`config.mk`:
```
export PLATFORM = sky130hd
export DESIGN_NAME = draw_character
export DESIGN_NICKNAME = d
export VERILOG_FILES = /design/src/rtl/draw_character.sv
export SDC_FILE = /design/constraint.sdc
export NUM_CORES = 1
export LEC_CHECK = 0
export CAP_MARGIN = 20
export CORE_ASPECT_RATIO = 2
export CORE_MARGIN = 3
export CORE_UTILIZATION = 40
export CTS_BUF_LIST = sky130_fd_sc_hd__clkbuf_16
export DETAILED_ROUTE_END_ITERATION = 10
export GPL_TIMING_DRIVEN = 0
export PLACE_DENSITY = 0.8
export SLEW_MARGIN = 25
export SYNTH_ARGS = -nofsm -noshare
export SYNTH_HDL_FRONTEND = slang
export SYNTH_SLANG_ARGS = --single-unit
```
`constraint.sdc`:
```
create_clock -name clk -period 3.35 [get_ports clk]
set_input_delay 0.335 -clock clk [delete_from_list [all_inputs] [get_ports clk]]
set_output_delay 0.335 -clock clk [all_outputs]
set_load 0.02 [all_outputs]
```
`src/rtl/draw_character.sv`:
```
// draw_character: overlays the player sprite onto the background pixel stream.
//
// Two-stage pipeline with a fixed 2-clk latency on every signal:
//   stage 1 - compute sprite hit and ROM address; delay timing/background by 1
//   stage 2 - merge ROM pixel (colour-keyed) with delayed background
//
// Ports:
//   clk, rst_n                         pixel clock, async active-low reset
//   hcount_in/vcount_in, *sync/*blnk  incoming timing
//   rgb_in                             background pixel
//   xpos/ypos/facing_left/char_state_in  sprite placement, latched at (0,0)
//   rom_addr/rom_state                 sprite ROM request (registered)
//   rom_rgb                            sprite ROM data for the current rom_addr
//   hcount_out.. vblnk_out, rgb_out    timing delayed 2 clk, merged pixel
module draw_character #(
  parameter int          SPR_W   = 48,
  parameter int          SPR_H   = 64,
  parameter logic [11:0] KEY_RGB = 12'hF0F
) (
  input  logic        clk,
  input  logic        rst_n,
  input  logic [10:0] hcount_in,
  input  logic [10:0] vcount_in,
  input  logic        hsync_in,
  input  logic        hblnk_in,
  input  logic        vsync_in,
  input  logic        vblnk_in,
  input  logic [11:0] rgb_in,
  input  logic [10:0] xpos,
  input  logic [10:0] ypos,
  input  logic        facing_left,
  input  logic [1:0]  char_state_in,
  output logic [11:0] rom_addr,
  output logic [1:0]  rom_state,
  input  logic [11:0] rom_rgb,
  output logic [10:0] hcount_out,
  output logic [10:0] vcount_out,
  output logic        hsync_out,
  output logic        hblnk_out,
  output logic        vsync_out,
  output logic        vblnk_out,
  output logic [11:0] rgb_out
);

  localparam int CW = $clog2(SPR_W);
  localparam int RW = $clog2(SPR_H);
  localparam logic [CW-1:0] COL_MAX = CW'(SPR_W - 1);

  // frame-latched sprite parameters
  logic [10:0] xl_q, xl_d, yl_q, yl_d;
  logic        fl_q, fl_d;
  logic [1:0]  sl_q, sl_d;

  // stage 1
  logic [11:0] rom_addr_q, rom_addr_d;
  logic [1:0]  rom_state_q, rom_state_d;
  logic        inside_s1_q, inside_s1_d;
  logic [10:0] hcount_s1_q, vcount_s1_q;
  logic        hsync_s1_q, hblnk_s1_q, vsync_s1_q, vblnk_s1_q;
  logic [11:0] rgb_s1_q;

  // stage 2
  logic [10:0] hcount_out_q, vcount_out_q;
  logic        hsync_out_q, hblnk_out_q, vsync_out_q, vblnk_out_q;
  logic [11:0] rgb_out_q, rgb_out_d;

  logic          origin;
  logic [11:0]   h12, v12, x12, y12;
  logic [CW-1:0] col_raw, col;
  logic [RW-1:0] row;

  always_comb begin
    origin = (hcount_in == 11'd0) && (vcount_in == 11'd0);

    // The origin pixel itself already uses the newly sampled values, so the
    // whole frame is drawn with one consistent set.
    xl_d = origin ? xpos        : xl_q;
    yl_d = origin ? ypos        : yl_q;
    fl_d = origin ? facing_left : fl_q;
    sl_d = sl_q;
    if (origin) sl_d = (char_state_in == 2'b11) ? 2'b00 : char_state_in;

    // 12-bit compare so xl+SPR_W / yl+SPR_H cannot wrap; the sprite clips.
    h12 = {1'b0, hcount_in};
    v12 = {1'b0, vcount_in};
    x12 = {1'b0, xl_d};
    y12 = {1'b0, yl_d};
    inside_s1_d = (h12 >= x12) && (h12 < x12 + 12'(SPR_W)) &&
                  (v12 >= y12) && (v12 < y12 + 12'(SPR_H));

    // Only the low bits of the offsets matter once inside is known.
    col_raw = hcount_in[CW-1:0] - xl_d[CW-1:0];
    row     = vcount_in[RW-1:0] - yl_d[RW-1:0];
    col     = fl_d ? (COL_MAX - col_raw) : col_raw;

    rom_addr_d  = inside_s1_d ? (12'(row) * 12'(SPR_W) + 12'(col)) : 12'd0;
    rom_state_d = sl_d;

    rgb_out_d = (inside_s1_q && (rom_rgb != KEY_RGB)) ? rom_rgb : rgb_s1_q;
  end

  always_ff @(posedge clk or negedge rst_n) begin
    if (!rst_n) begin
      xl_q         <= '0;
      yl_q         <= '0;
      fl_q         <= 1'b0;
      sl_q         <= '0;
      rom_addr_q   <= '0;
      rom_state_q  <= '0;
      inside_s1_q  <= 1'b0;
      hcount_s1_q  <= '0;
      vcount_s1_q  <= '0;
      hsync_s1_q   <= 1'b0;
      hblnk_s1_q   <= 1'b0;
      vsync_s1_q   <= 1'b0;
      vblnk_s1_q   <= 1'b0;
      rgb_s1_q     <= '0;
      hcount_out_q <= '0;
      vcount_out_q <= '0;
      hsync_out_q  <= 1'b0;
      hblnk_out_q  <= 1'b0;
      vsync_out_q  <= 1'b0;
      vblnk_out_q  <= 1'b0;
      rgb_out_q    <= '0;
    end else begin
      xl_q         <= xl_d;
      yl_q         <= yl_d;
      fl_q         <= fl_d;
      sl_q         <= sl_d;
      rom_addr_q   <= rom_addr_d;
      rom_state_q  <= rom_state_d;
      inside_s1_q  <= inside_s1_d;
      hcount_s1_q  <= hcount_in;
      vcount_s1_q  <= vcount_in;
      hsync_s1_q   <= hsync_in;
      hblnk_s1_q   <= hblnk_in;
      vsync_s1_q   <= vsync_in;
      vblnk_s1_q   <= vblnk_in;
      rgb_s1_q     <= rgb_in;
      hcount_out_q <= hcount_s1_q;
      vcount_out_q <= vcount_s1_q;
      hsync_out_q  <= hsync_s1_q;
      hblnk_out_q  <= hblnk_s1_q;
      vsync_out_q  <= vsync_s1_q;
      vblnk_out_q  <= vblnk_s1_q;
      rgb_out_q    <= rgb_out_d;
    end
  end

  assign rom_addr   = rom_addr_q;
  assign rom_state  = rom_state_q;
  assign hcount_out = hcount_out_q;
  assign vcount_out = vcount_out_q;
  assign hsync_out  = hsync_out_q;
  assign hblnk_out  = hblnk_out_q;
  assign vsync_out  = vsync_out_q;
  assign vblnk_out  = vblnk_out_q;
  assign rgb_out    = rgb_out_q;

endmodule

```
# After elaboration in Yosys (flattened, before gate mapping)
# Index checks and enable logic that the tools add are counted.
[totals]
regBits = 114
output_inout_bits = 52
elab_cells = 47
[classes]
order_cmp = 4
n_mux = 7
n_reduce_logical = 7
addsub = 6
eq_ne = 2
mul = 1
[op_table]
columns = ["operator", "n"]
rows = [
  ["$lt 11x12->1", 2],
  ["$mux 12", 2],
  ["$ge 11x11->1", 2],
  ["$logic_not 11->1", 2],
  ["$mux 11", 2],
  ["$add 11x6->12 const B", 1],
  ["$add 11x7->12 const B", 1],
  ["$add 12x6->12", 1],
  ["$ne 12x12->1 const B", 1],
  ["$sub 6x6->6", 2],
  ["$mul 6x2->8 const B", 1],
  ["$mux 6", 1],
  ["$sub 6x6->6 const A", 1],
  ["$logic_and 1x1->1", 5],
  ["$eq 2x2->1 const B", 1],
  ["$mux 2", 1],
  ["$mux 1", 1],
]

# Logic depth before layout (Yosys ltp)
[depth]
ltp_word = 9
depth_mapped = 22

# Least setup slack after synthesis
# No wires, ideal clock.
[synth_path]
path_type = "input to register"
from = "in vcount_in[1]"
to = "reg rom_addr_q[10], in the netlist rom_addr[10]"
path_stages = 18
t_arrival_ps = 4794
setup_slack_ps = -1530
setup_ps = 87
required_ps = 3263
path_buffers = 3
path_cell_list = "or4_4 nor4_4 buf_6 buf_2 buf_2 mux2i_1 ha_1 nor2b_4 o311a_1 o21ai_0 nor3b_1 nor2_1 ha_1 nand2_1 or3_1 o211a_1 a211o_1 a211oi_2"
[synth_via]
elab_chain_cells = 9
elab_cells_between_ends = 21
[synth_rtl]
columns = ["element", "line", "rtl"]
rows = [
  ["from (decl)", "23", "input logic [10:0] vcount_in,"],
  ["parallel branches: the longest is 8 deep, another holds $add 12x6->12", "--", ""],
  ["$mux 12 *", "96", "rom_addr_d = inside_s1_d ? (12'(row) * 12'(SPR_W) + 12'(col)) : 12'd0;"],
  ["via rom_addr_d[10]", "55", "logic [11:0] rom_addr_q, rom_addr_d;"],
  ["to (signal assigned)", "130", "rom_addr_q <= rom_addr_d;"],
  ["to (decl)", "55", ""],
]
# Mark *: on every way through the listed nets, which the timed path passes.
# A chain may end at the register's enable or synchronous reset.

# Final worst setup path
[layout_path]
from = "in vcount_in[3]"
to = "reg rom_addr_q[9], in the netlist rom_addr[9]"
[layout_via]
elab_chain_cells = 9
elab_cells_between_ends = 21
[layout_rtl]
columns = ["element", "line", "rtl"]
rows = [
  ["$logic_not 11->1 *", "73", "origin = (hcount_in == 11'd0) && (vcount_in == 11'd0);"],
  ["$logic_and 1x1->1 *", "73", ""],
  ["$mux 11 *", "77", "xl_d = origin ? xpos : xl_q;"],
  ["via xl_d[0]", "50", "logic [10:0] xl_q, xl_d, yl_q, yl_d;"],
  ["parallel branches: the longest is 5 deep, another holds $add 12x6->12", "--", ""],
  ["$mux 12 *", "96", ""],
  ["via rom_addr_d[9]", "55", ""],
]
# Marks and branches as above.

==> results.json <==
{
  "cts_max_level": 4,
  "fin_skew_ns": 0.00594,
  "worst_slew_pin_slew_ns": 0.724,
  "num_rows": 58,
  "cts-root-buf": "clkbuf_16",
  "synth-seq-cells": 114,
  "firstDrtPassIters": 4,
  "dpl.cell_count": 695,
  "final_hold_viol_count": 0,
  "stdcell_count": 770,
  "dpl_worst_slack_ns": -2.45,
  "cts-buffers-inserted": 17,
  "pwr-share-comb": 0.174,
  "cp_max_fo": 5,
  "n_antenna_cell": 0,
  "violations": "setup timing",
  "p_clk_frac": 0.454,
  "crit_required_ns": 3.68,
  "routabilityCongestion": 0.865,
  "path_class": "in2reg",
  "ys_seq_area_frac": 0.539,
  "end_kind": "flip-flop",
  "finalNetCount": 730,
  "drc_errors": 0,
  "via_per_inst": 5.37,
  "fillers": 894,
  "antenna_left": 0,
  "grt_max_degree": 59,
  "antenna_found_initial": 0,
  "cap_viol_max_count": 0,
  "syn_to_final_growth_pct": 54.3,
  "place_hpwl_um": 10300,
  "rsz0062_at_grt": "true",
  "p_sw_frac": 0.249,
  "arrival_ns": 4.86,
  "post-synth-top-area-cell": "dfrtp_1",
  "fp.coreArea_um2": 12800,
  "synth_common_cells": "114 x dfrtp_1, 42 x ha_1, 34 x inv_1",
  "wl_per_cell_um": 19.5,
  "power.density_nw_per_um2": 477,
  "grt_pass1_wl_um": 22400,
  "grt.total_usage": 0.203,
  "clock_path_buffers": 2,
  "avgSynthCellArea_um2": 12.7,
  "first_global_vias": 4506,
  "max_slew_margin": 0.503,
  "synthesis.nets": 539,
  "fin_crit_ns": 4.54,
  "ys_top_cells_by_area": "dfrtp_1 54%, ha_1 9.9%, mux2i_1 4.0%",
  "drv_slew": 0,
  "die_area_um2": 14700,
  "wl_um": 15000,
  "cts.clk_slew.worst_paths_ns": 0.05,
  "synth_most_common_cell": "dfrtp_1",
  "synth_edf_count": 0,
  "drt-initial-drc-count": 183,
  "synth_cells": 416,
  "intPower_uw": 2920,
  "vias": 4136,
  "hold_path.class": "in2reg",
  "start_util": 0.414,
  "finalSetupViolCount": 13,
  "synth_cell_types": 62,
  "grt_overflow": 0,
  "p_switching_uw": 971,
  "fin_crit_sh": 1.35,
  "clock_sinks": 114,
  "startpoint_type": "primary input",
  "drive_above_1_share": 0.284,
  "die_h_um": 169,
  "clkLatencyLatePin_ns": 0.41,
  "fp.dieW_um": 87.3,
  "leakage_uw": 0.00363,
  "max_freq_mhz": 220,
  "rrSetupSlack_ns": -0.29,
  "cts_tree": "done",
  "total_power_uw": 3900,
  "ios": 129,
  "numPortBuffers": 128,
  "ys_warn_count": 0,
  "netlist.area_leader.share": 0.539,
  "vdd_drop_max_mv": 0.587,
  "async_reset_ff_frac": 1.00,
  "synth_ff_type": "dfrtp_1",
  "status": "finished with violations",
  "seqPwrFrac": 0.372,
  "syn_area_um2": 5290,
  "fin_ws_ns": -1.19
}
==> logic make-up (layout without fill, tap and decap cells) <==
family,count (synthesis),count (layout),share of synthesized area
DFF,114,114,0.539
and+or+nand+nor,88,88,0.0993
AOI/OAI and AO/OA,66,66,0.0929
adders and majority gates,48,48,0.118
buffers and inverters,41,245,0.0321
muxes,34,34,0.0674
xor gates and xnor gates,25,25,0.0511
==> state kept, by name (all words and copies together), names as in the netlist, 2 cells and up, named ones only <==
name	flops
vcount_out	11
hcount_out	11
yl_q	10
hcount_s1_q	11
rgb_out	12
xl_q	11
rom_addr	12
vcount_s1_q	11
rom_state	2
rgb_s1_q	12
==> cell usage in the layout (no fill, tap or decap), types with 4 or more instances in the layout <==
cell,Yosys,final
ha_1,42,35
fa_2,0,4
xnor2_1,16,14
a21o_1,8,8
inv_1,34,36
clkinv_2,0,5
o2111ai_1,4,4
o211ai_1,6,6
nor2_1,15,13
xor2_1,6,4
buf_4,1,37
buf_12,0,5
nand2_1,22,21
buf_2,4,8
nand3_1,7,6
a211oi_2,2,4
clkbuf_16,0,17
mux2i_1,21,19
ha_4,0,7
o21ai_0,10,7
a21oi_1,10,6
clkdlybuf4s50_1,0,107
dfrtp_1,114,114
nor4_4,1,4
buf_6,1,14
nor4_2,0,4
mux2_2,13,11
==> worst paths after layout <==
kind	from	to	depth (start not counted)
worst min register to register	hcount_s1_q[8]$_DFF_PN0_	hcount_out[8]$_DFF_PN0_	0
worst max-delay path	vcount_in[3]	rom_addr[9]$_DFF_PN0_	22
worst min-delay path	vcount_in[3]	vcount_s1_q[3]$_DFF_PN0_	1
min in group asynchronous	rst_n	hblnk_s1_q$_DFF_PN0_	2
worst max register to register	xl_q[0]$_DFF_PN0_	rom_addr[9]$_DFF_PN0_	17
max in group asynchronous	rst_n	vcount_s1_q[2]$_DFF_PN0_	3
==> power groups by stage <==
| stage | combinational [uW] | sequential (uW) | clock [uW] |
|---|---|---|---|
| after floorplan | 235 | 1510 | 0 |
| after global placement | 521 | 1470 | 0 |
| after detailed placement | 537 | 1470 | 0 |
| after CTS | 607 | 1450 | 1790 |
| after global routing | 719 | 1450 | 1860 |
| final | 678 | 1450 | 1770 |
==> worst max-delay path, stage by stage <==
cell	delay, ns
buf_6	0.10
or4_4	0.55
nor4_4	0.35
buf_6	0.17
buf_12	0.12
mux2_4	0.17
ha_4	0.13
inv_2	0.04
fa_2	0.36
a21o_1	0.22
a21oi_4	0.18
xnor2_2	0.15
nor2_1	0.07
xor2_1	0.20
xnor2_1	0.29
ha_1	0.29
a21oi_1	0.12
inv_1	0.06
and3_4	0.19
o211a_1	0.12
or4_4	0.42
a211oi_2	0.23
==> metrics by stage <==
step           hold WS, ns  utilization  setup TNS (ns)  area [um2]
2_1_floorplan       0.0394            -           -8.36        5420
3_3_place_gp         0.331        0.539         -266.94        6890
3_5_place_dp         0.336        0.542          -23.64        6920
4_1_cts             0.0384        0.614           -8.87        7850
5_1_grt             0.0251        0.639          -11.20        8170
6_report            0.0386        0.639           -9.48        8170
==> routing by layer <==
layer	up-vias	part of all wire	track usage	wire (um)
li1	1868	-	-	-
met1	2082	0.32	0.187	4810
met2	132	0.59	0.387	8840
met3	54	0.041	0.0429	610
met4	0	0.048	0.120	721
met5	-	0	0	0
==> repair_timing <==
| item | CTS | global route |
|---|---|---|
| hold buffers | 1 | 0 |
| setup buffers | 20 | 23 |
| setup endpoints to repair | 13 | 13 |
| gates cloned | 1 | 0 |
| hold endpoints to repair | 57 | 0 |
| resized for setup | 125 | 33 |
| pin swaps | 26 | 31 |
==> area by class of cell <==
type | instances | area (um2) | area share
well taps | 150 | 188 | 0.0230
inverters | 34 | 128 | 0.0156
clock buffers | 17 | 425 | 0.0521
plain buffers | 7 | 93.8 | 0.0115
multi-input cells | 261 | 2680 | 0.328
repair buffers | 172 | 1650 | 0.202
flip-flops and latches | 114 | 2850 | 0.349
clock inverters | 15 | 150 | 0.0184
Power figures use the tool's default switching activity.
